<file path="src/rtl/cpu_pkg.sv">
// Shared front-end definitions: instruction geometry, HALT opcode and fetch FSM states.
`default_nettype none

package cpu_pkg;

  localparam int INSTR_W = 32;
  localparam int OPC_MSB = 31;
  localparam int OPC_LSB = 26;
  localparam logic [5:0] OPC_HALT = 6'h3F;

  typedef enum logic [1:0] {
    IDLE  = 2'd0,
    FETCH = 2'd1,
    HALT  = 2'd2
  } fetch_state_e;

  function automatic logic is_halt(input logic [INSTR_W-1:0] word);
    return word[OPC_MSB:OPC_LSB] == OPC_HALT;
  endfunction

endpackage

`default_nettype wire

</file>
<file path="src/rtl/fetch_fifo.sv">
// Prefetch buffer holding {instruction word, PC} pairs; flush beats push.
`default_nettype none

module fetch_fifo #(
  parameter int DEPTH = 2,
  parameter int W     = 48
) (
  input  logic         clk,
  input  logic         rst_n,
  input  logic         push,
  input  logic [W-1:0] push_data,
  input  logic         pop,
  input  logic         flush,
  output logic         full,
  output logic         empty,
  output logic [W-1:0] head
);

  localparam int AW = (DEPTH > 1) ? $clog2(DEPTH) : 1;
  localparam logic [AW:0] FULL_CNT = DEPTH[AW:0];

  logic [W-1:0]  mem_q [DEPTH];
  logic [W-1:0]  mem_d [DEPTH];
  logic [AW-1:0] wr_ptr_q, wr_ptr_d;
  logic [AW-1:0] rd_ptr_q, rd_ptr_d;
  logic [AW:0]   count_q, count_d;
  logic          do_push, do_pop;

  assign full    = (count_q == FULL_CNT);
  assign empty   = (count_q == '0);
  assign head    = mem_q[rd_ptr_q];
  // A full buffer may still accept a word when the head leaves in the same cycle.
  assign do_push = push & (~full | pop);
  assign do_pop  = pop & ~empty;

  always_comb begin
    mem_d    = mem_q;
    wr_ptr_d = wr_ptr_q;
    rd_ptr_d = rd_ptr_q;
    count_d  = count_q;
    if (flush) begin
      wr_ptr_d = '0;
      rd_ptr_d = '0;
      count_d  = '0;
    end else begin
      if (do_push) begin
        mem_d[wr_ptr_q] = push_data;
        wr_ptr_d        = wr_ptr_q + {{(AW-1){1'b0}}, 1'b1};
      end
      if (do_pop) begin
        rd_ptr_d = rd_ptr_q + {{(AW-1){1'b0}}, 1'b1};
      end
      case ({do_push, do_pop})
        2'b10:   count_d = count_q + {{AW{1'b0}}, 1'b1};
        2'b01:   count_d = count_q - {{AW{1'b0}}, 1'b1};
        default: count_d = count_q;
      endcase
    end
  end

  always_ff @(posedge clk or negedge rst_n) begin
    if (!rst_n) begin
      for (int i = 0; i < DEPTH; i++) mem_q[i] <= '0;
      wr_ptr_q <= '0;
      rd_ptr_q <= '0;
      count_q  <= '0;
    end else begin
      for (int i = 0; i < DEPTH; i++) mem_q[i] <= mem_d[i];
      wr_ptr_q <= wr_ptr_d;
      rd_ptr_q <= rd_ptr_d;
      count_q  <= count_d;
    end
  end

endmodule

`default_nettype wire

</file>
<file path="src/rtl/fetch_sequencer.sv">
// Front-end fetch controller: imem req/ack fetch, prefetch buffer, ID issue, redirect and HALT.
`default_nettype none

module fetch_sequencer
  import cpu_pkg::*;
#(
  parameter int              PC_W     = 16,
  parameter int              DEPTH    = 2,
  parameter logic [PC_W-1:0] RESET_PC = '0
) (
  input  logic               clk,
  input  logic               rst_n,
  input  logic               run,
  output logic               imem_req,
  output logic [PC_W-1:0]    imem_addr,
  input  logic               imem_ack,
  input  logic [INSTR_W-1:0] imem_rdata,
  output logic [INSTR_W-1:0] instruction,
  output logic               instr_valid,
  input  logic               id_ready,
  input  logic               redirect,
  input  logic [PC_W-1:0]    redirect_pc,
  output logic [PC_W-1:0]    pc_out,
  output logic               halted
);

  localparam int ENTRY_W = INSTR_W + PC_W;

  fetch_state_e    state_q, state_d;
  logic [PC_W-1:0] pc_q, pc_d;
  logic [PC_W-1:0] req_addr_q, req_addr_d;
  logic            pend_q, pend_d;
  logic            drop_q, drop_d;
  logic            run_q;

  logic               push, pop, flush, full, empty;
  logic [ENTRY_W-1:0] head;
  logic [INSTR_W-1:0] head_word;
  logic [PC_W-1:0]    head_pc;
  logic               head_halt, in_fetch, handshake;

  fetch_fifo #(
    .DEPTH (DEPTH),
    .W     (ENTRY_W)
  ) u_fifo (
    .clk       (clk),
    .rst_n     (rst_n),
    .push      (push),
    .push_data ({imem_rdata, imem_addr}),
    .pop       (pop),
    .flush     (flush),
    .full      (full),
    .empty     (empty),
    .head      (head)
  );

  assign head_word   = head[ENTRY_W-1:PC_W];
  assign head_pc     = head[PC_W-1:0];
  assign in_fetch    = (state_q == FETCH);
  assign head_halt   = in_fetch & ~empty & is_halt(head_word);
  assign instr_valid = in_fetch & ~empty & ~head_halt;
  assign pop         = instr_valid & id_ready;
  assign instruction = empty ? '0 : head_word;
  assign pc_out      = empty ? pc_q : head_pc;
  assign halted      = (state_q == HALT);

  // An unacked request keeps its address even after a redirect has moved pc_q on.
  assign imem_req  = in_fetch & ~head_halt & (pend_q | ~full | pop);
  assign imem_addr = pend_q ? req_addr_q : pc_q;
  assign handshake = imem_req & imem_ack;

  always_comb begin
    state_d    = state_q;
    pc_d       = pc_q;
    drop_d     = drop_q;
    push       = 1'b0;
    flush      = 1'b0;
    pend_d     = imem_req & ~imem_ack;
    req_addr_d = imem_addr;
    case (state_q)
      IDLE: begin
        if (run) state_d = FETCH;
      end
      FETCH: begin
        if (head_halt) begin
          state_d = HALT;
          flush   = 1'b1;
          drop_d  = 1'b0;
        end else begin
          if (handshake) drop_d = 1'b0;
          if (redirect) begin
            pc_d  = redirect_pc;
            flush = 1'b1;
            if (imem_req & ~imem_ack) drop_d = 1'b1;
          end else if (handshake & ~drop_q) begin
            push = 1'b1;
            pc_d = pc_q + {{(PC_W-1){1'b0}}, 1'b1};
          end
        end
      end
      HALT: begin
        if (run & ~run_q) begin
          state_d = FETCH;
          pc_d    = RESET_PC;
        end
      end
      default: state_d = IDLE;
    endcase
  end

  always_ff @(posedge clk or negedge rst_n) begin
    if (!rst_n) begin
      state_q    <= IDLE;
      pc_q       <= RESET_PC;
      req_addr_q <= RESET_PC;
      pend_q     <= 1'b0;
      drop_q     <= 1'b0;
      run_q      <= 1'b0;
    end else begin
      state_q    <= state_d;
      pc_q       <= pc_d;
      req_addr_q <= req_addr_d;
      pend_q     <= pend_d;
      drop_q     <= drop_d;
      run_q      <= run;
    end
  end

endmodule

`default_nettype wire

</file>
<file path="config.mk">
export PLATFORM = sky130hd
export DESIGN_NAME = fetch_sequencer
export DESIGN_NICKNAME = d
export VERILOG_FILES = /design/src/rtl/cpu_pkg.sv /design/src/rtl/fetch_fifo.sv /design/src/rtl/fetch_sequencer.sv
export SDC_FILE = /design/constraint.sdc
export NUM_CORES = 1
export LEC_CHECK = 0
export ABC_CLOCK_PERIOD_IN_PS = 2400
export BUFFER_PORTS_ARGS = -buffer_cell sky130_fd_sc_hd__clkbuf_2
export CAP_MARGIN = 25
export CORE_MARGIN = 5
export CORE_UTILIZATION = 56
export CTS_CLUSTER_DIAMETER = 50
export DETAILED_ROUTE_END_ITERATION = 6
export HOLD_SLACK_MARGIN = 0.1
export PLACE_DENSITY_LB_ADDON = 0.05
export SYNTH_ARGS = -nofsm -noshare
export SYNTH_HDL_FRONTEND = slang
export SYNTH_SLANG_ARGS = --single-unit
export TNS_END_PERCENT = 10
</file>
<file path="constraint.sdc">
create_clock -name clk -period 2.4 [get_ports clk]
set_input_delay 0.12 -clock clk [delete_from_list [all_inputs] [get_ports clk]]
set_output_delay 0.12 -clock clk [all_outputs]
set_load 0.005 [all_outputs]
</file>
==> out/qor.csv <==
stage,metric,value,unit
sta,Setup Total Neg Slack,0,ps
critical_path,crit path kind,reg -> reg,
synthesis,share of flip-flops with an asynchronous set or reset after synthesis,1.00,
sta,Slew @ Worst Pin,641,ps
synthesis,biggest area contributors in the synthesized netlist,"sky130_fd_sc_hd__dfrtp_1 51%, sky130_fd_sc_hd__mux2_1 11%, sky130_fd_sc_hd__mux2i_1 9.7%",
clocking,number of H-tree branching levels,4,
synthesis,post-synthesis instance area,6690,um^2
die,Top Ports,121,
sta,RSZ-0062 raised after global routing,no,
sta,worst slew slack as a fraction of its limit,0.572,
grt,total routing usage reported by global routing,0.236,
critical_path,critical-path maximum fanout,47,
power_and_ir_drop,power per cell area,1290,nW/um^2
synthesis,number of enable flip-flop cells after synthesis,0,
die,Die Ht,119,um
power_and_ir_drop,peak supply drop,0.000821,V
critical_path,Worst Reg-to-Reg Cells,7,
place,number of I/O port buffers,120,
sta,hold violation total from the final report,0,
clocking,clock-pin transition on the worst setup and hold timing paths,60,ps
route,drt first-iter violations,332,
finish,fraction of layout cells with a size suffix above 1,0.243,
synthesis,yosys synthesis warning count,0,
worst_hold_path,number of cells on the worst hold path,5,
power_and_ir_drop,PnR Total Power,11.0,mW
critical_path,endpoint arrival time on the critical path,2600,ps
worst_hold_path,worst hold start,id_ready,
route,count of vias placed by the detailed router,5078,
sta,final count of negative-setup-slack endpoints,0,
die,initial core utilization,0.564,
finish,post-layout net count,831,
place,hpwl dp,10.5,mm
clocking,clock tree root driver cell,sky130_fd_sc_hd__clkbuf_16,
route,DRC viols,0,
synthesis,share of the synthesized area in the top cell type,0.513,
synthesis,synthesized instance count,608,
synthesis,average cell area after synthesis,11.0,um^2
synthesis,"FF+latch count, synth",137,
die,num rows,40,
critical_path,worst flop-to-flop path startpoint,u_fifo.rd_ptr_q,
route,final routed wirelength across all metal layers,15.7,mm
finish,Area growth syn-to-layout,28.1,%
grt,initial antenna violation count,0,
clocking,number of buffers between clock root and the deepest sink,2,
route,first-pass iteration count of the detailed router,4,
job,Max Cap Viol,0,
die,Total Die Area,14200,um^2
critical_path,startpoint class of the critical path,register,
sta,final-layout worst hold slack,218,ps
finish,final non-filler cell area,8570,um^2
finish,count of fill cells added during filler insertion,896,
route,routed via count divided by cell count,5.44,
critical_path,Register-to-Register Setup Slack,100,ps
sta,final count of pins violating max slew,0,
sta,clock period minus worst slack,2300,ps
clocking,number of CTS-inserted buffers,17,
critical_path,launching instance or port of the critical path,u_fifo.rd_ptr_q,
grt,via count of the first global-routing pass,5272,
die,Core Box Area,11900,um^2
sta,post-route worst setup slack,96.3,ps
clocking,Clock Latency Late Sink,420,ps
route,final antenna-violating net count,0,
synthesis,sequential fraction of the synthesis area,0.513,
place,post-place instance area,7460,um^2
critical_path,required time at the endpoint of the critical path,2690,ps
finish,number of diodes,0,
critical_path,capturing element type of the critical path,register,
route,average detailed-routed wire length per instance,16.8,um
sta,worst clock skew on the final layout,7.33,ps
sta,crit share post-route,0.960,
critical_path,destination of the worst register-to-register timing path,u_fifo.mem_q[36],
place,Place WS,110,ps
synthesis,net count after synthesis,663,
grt,wire length of the first global-routing pass,26.4,mm
power_and_ir_drop,leakage power of the design,3.94,nW
synthesis,dominant cell type by area after synthesis,sky130_fd_sc_hd__dfrtp_1,
synthesis,leading register cell type out of synthesis,sky130_fd_sc_hd__dfrtp_1,
synthesis,Unique masters post-synth,52,
worst_hold_path,Worst Hold Path EP,u_fifo.rd_ptr_q,
grt,total congestion overflow after global routing,0,
grt,pin count of the biggest net entering global routing,67,
outcome,run status,"complete, no violations",
place,gp weighted congestion,0.847,
worst_hold_path,class of the worst hold path,in -> reg,
die,DIE WIDTH,119,um
clocking,TritonCTS clock tree,done,
sta,Peak Freq,0.434,GHz
clocking,sinks on the clock net,137,
-- what timing repair did --
item | CTS | global route
setup buffers | 0 | 0
gates resized for setup | 0 | 0
endpoints found under the hold margin | 148 | 0
hold buffers | 51 | 0
-- per-layer routing --
metal,up-vias,wire length (um),part of all wire,track usage
li1,2442,-,-,-
met1,2490,6700,0.43,0.291
met2,126,7900,0.50,0.398
met3,20,831,0.053,0.0717
met4,0,267,0.017,0.0731
met5,-,0,0,0
-- state kept, by name, indices dropped and copies added, names as in the netlist, 2 cells and up --
register,cells
req_addr_q,16
u_fifo.count_q,2
u_fifo.mem_q,96
state_q,2
pc_q,16
-- cell families (layout without fill, tap and decap cells) --
kind of cell / Yosys count / after routing / share of synthesized area
adders and majority gates: 1 / 1 / 0.00187
DFF: 137 / 137 / 0.513
xor gates and xnor gates: 6 / 6 / 0.00786
buffers and inverters: 65 / 243 / 0.0464
muxes: 129 / 129 / 0.205
AOI/OAI and AO/OA: 107 / 107 / 0.117
and+or+nand+nor: 163 / 163 / 0.110
-- Yosys cell counts, types with 5 or more instances --
master / number
sky130_fd_sc_hd__xnor2_1: 6
sky130_fd_sc_hd__buf_2: 5
sky130_fd_sc_hd__mux2_1: 64
sky130_fd_sc_hd__dfrtp_1: 137
sky130_fd_sc_hd__o31ai_1: 15
sky130_fd_sc_hd__buf_4: 6
sky130_fd_sc_hd__o311ai_2: 8
sky130_fd_sc_hd__nor2_1: 84
sky130_fd_sc_hd__buf_6: 5
sky130_fd_sc_hd__mux2i_1: 65
sky130_fd_sc_hd__nor3_1: 5
sky130_fd_sc_hd__nor2b_1: 6
sky130_fd_sc_hd__o21ai_0: 19
sky130_fd_sc_hd__inv_1: 22
sky130_fd_sc_hd__nand3_1: 10
sky130_fd_sc_hd__a21oi_1: 41
sky130_fd_sc_hd__clkbuf_1: 22
sky130_fd_sc_hd__o21ai_1: 5
sky130_fd_sc_hd__nand2_1: 31
-- placed cells by master, fill, tap and decap left out, types with 2 or more instances in the layout --
| master | count |
|---|---|
| sky130_fd_sc_hd__a21oi_1 | 41 |
| sky130_fd_sc_hd__nand2b_1 | 4 |
| sky130_fd_sc_hd__and3_1 | 3 |
| sky130_fd_sc_hd__clkinv_2 | 3 |
| sky130_fd_sc_hd__mux2_1 | 64 |
| sky130_fd_sc_hd__buf_4 | 16 |
| sky130_fd_sc_hd__and2_1 | 3 |
| sky130_fd_sc_hd__a31oi_1 | 3 |
| sky130_fd_sc_hd__o31ai_1 | 15 |
| sky130_fd_sc_hd__or2_1 | 2 |
| sky130_fd_sc_hd__o21ai_0 | 19 |
| sky130_fd_sc_hd__nand2_1 | 31 |
| sky130_fd_sc_hd__dfrtp_1 | 136 |
| sky130_fd_sc_hd__clkbuf_16 | 17 |
| sky130_fd_sc_hd__o21ai_1 | 5 |
| sky130_fd_sc_hd__nor3_1 | 5 |
| sky130_fd_sc_hd__dlygate4sd3_1 | 51 |
| sky130_fd_sc_hd__clkbuf_8 | 3 |
| sky130_fd_sc_hd__inv_1 | 22 |
| sky130_fd_sc_hd__mux2i_1 | 65 |
| sky130_fd_sc_hd__o311ai_2 | 8 |
| sky130_fd_sc_hd__xnor2_1 | 6 |
| sky130_fd_sc_hd__nand3_1 | 10 |
| sky130_fd_sc_hd__or3_1 | 3 |
| sky130_fd_sc_hd__bufinv_16 | 3 |
| sky130_fd_sc_hd__clkbuf_2 | 119 |
| sky130_fd_sc_hd__nor2b_1 | 6 |
| sky130_fd_sc_hd__buf_12 | 4 |
| sky130_fd_sc_hd__nor2_4 | 2 |
| sky130_fd_sc_hd__nand4_1 | 4 |
| sky130_fd_sc_hd__nor2_1 | 83 |
-- metrics by stage --
step | utilization | cells
floorplan | - | 608
global placement | 0.629 | 853
detailed placement | 0.629 | 853
CTS | 0.722 | 933
global route | 0.722 | 933
finish | 0.722 | 933
-- final cells by class --
cell class | count | area [um^2] | area share
clock inverter | 8 | 121 | 0.0142
inverter | 23 | 86.3 | 0.0101
clock buffer | 21 | 470 | 0.0549
multi-input combinational | 406 | 2960 | 0.345
tap | 147 | 184 | 0.0215
sequential | 137 | 3430 | 0.400
timing repair buffer | 191 | 1320 | 0.154
-- worst max-delay path, stage by stage (launching register included) --
cell and delay, ps:
sky130_fd_sc_hd__dfrtp_2 450, sky130_fd_sc_hd__nand2b_4 160, sky130_fd_sc_hd__or2_4 270, sky130_fd_sc_hd__a211oi_4 360, sky130_fd_sc_hd__nor3_1 130, sky130_fd_sc_hd__and2_2 240, sky130_fd_sc_hd__buf_12 190, sky130_fd_sc_hd__mux2_1 350
-- where the power goes --
| part | internal, mW | switching (mW) | leakage (nW) |
|---|---|---|---|
| combinational | 1.92 | 2.19 | 2.00 |
| clock | 1.69 | 0.932 | 0.291 |
| sequential | 3.46 | 0.820 | 1.64 |
| total | 7.07 | 3.94 | 3.94 |
-- how the worst max path moves through the flow --
stage,endpoint,slack [ps],depth (start not counted)
after floorplan,pc_q[15],200,9
after global placement,u_fifo.mem_q[19],180,7
after detailed placement,u_fifo.mem_q[42],110,7
after CTS,u_fifo.mem_q[36],80,7
after global routing,u_fifo.mem_q[36],10,7
final,u_fifo.mem_q[36],100,7
(Power assumes the default switching activity.)
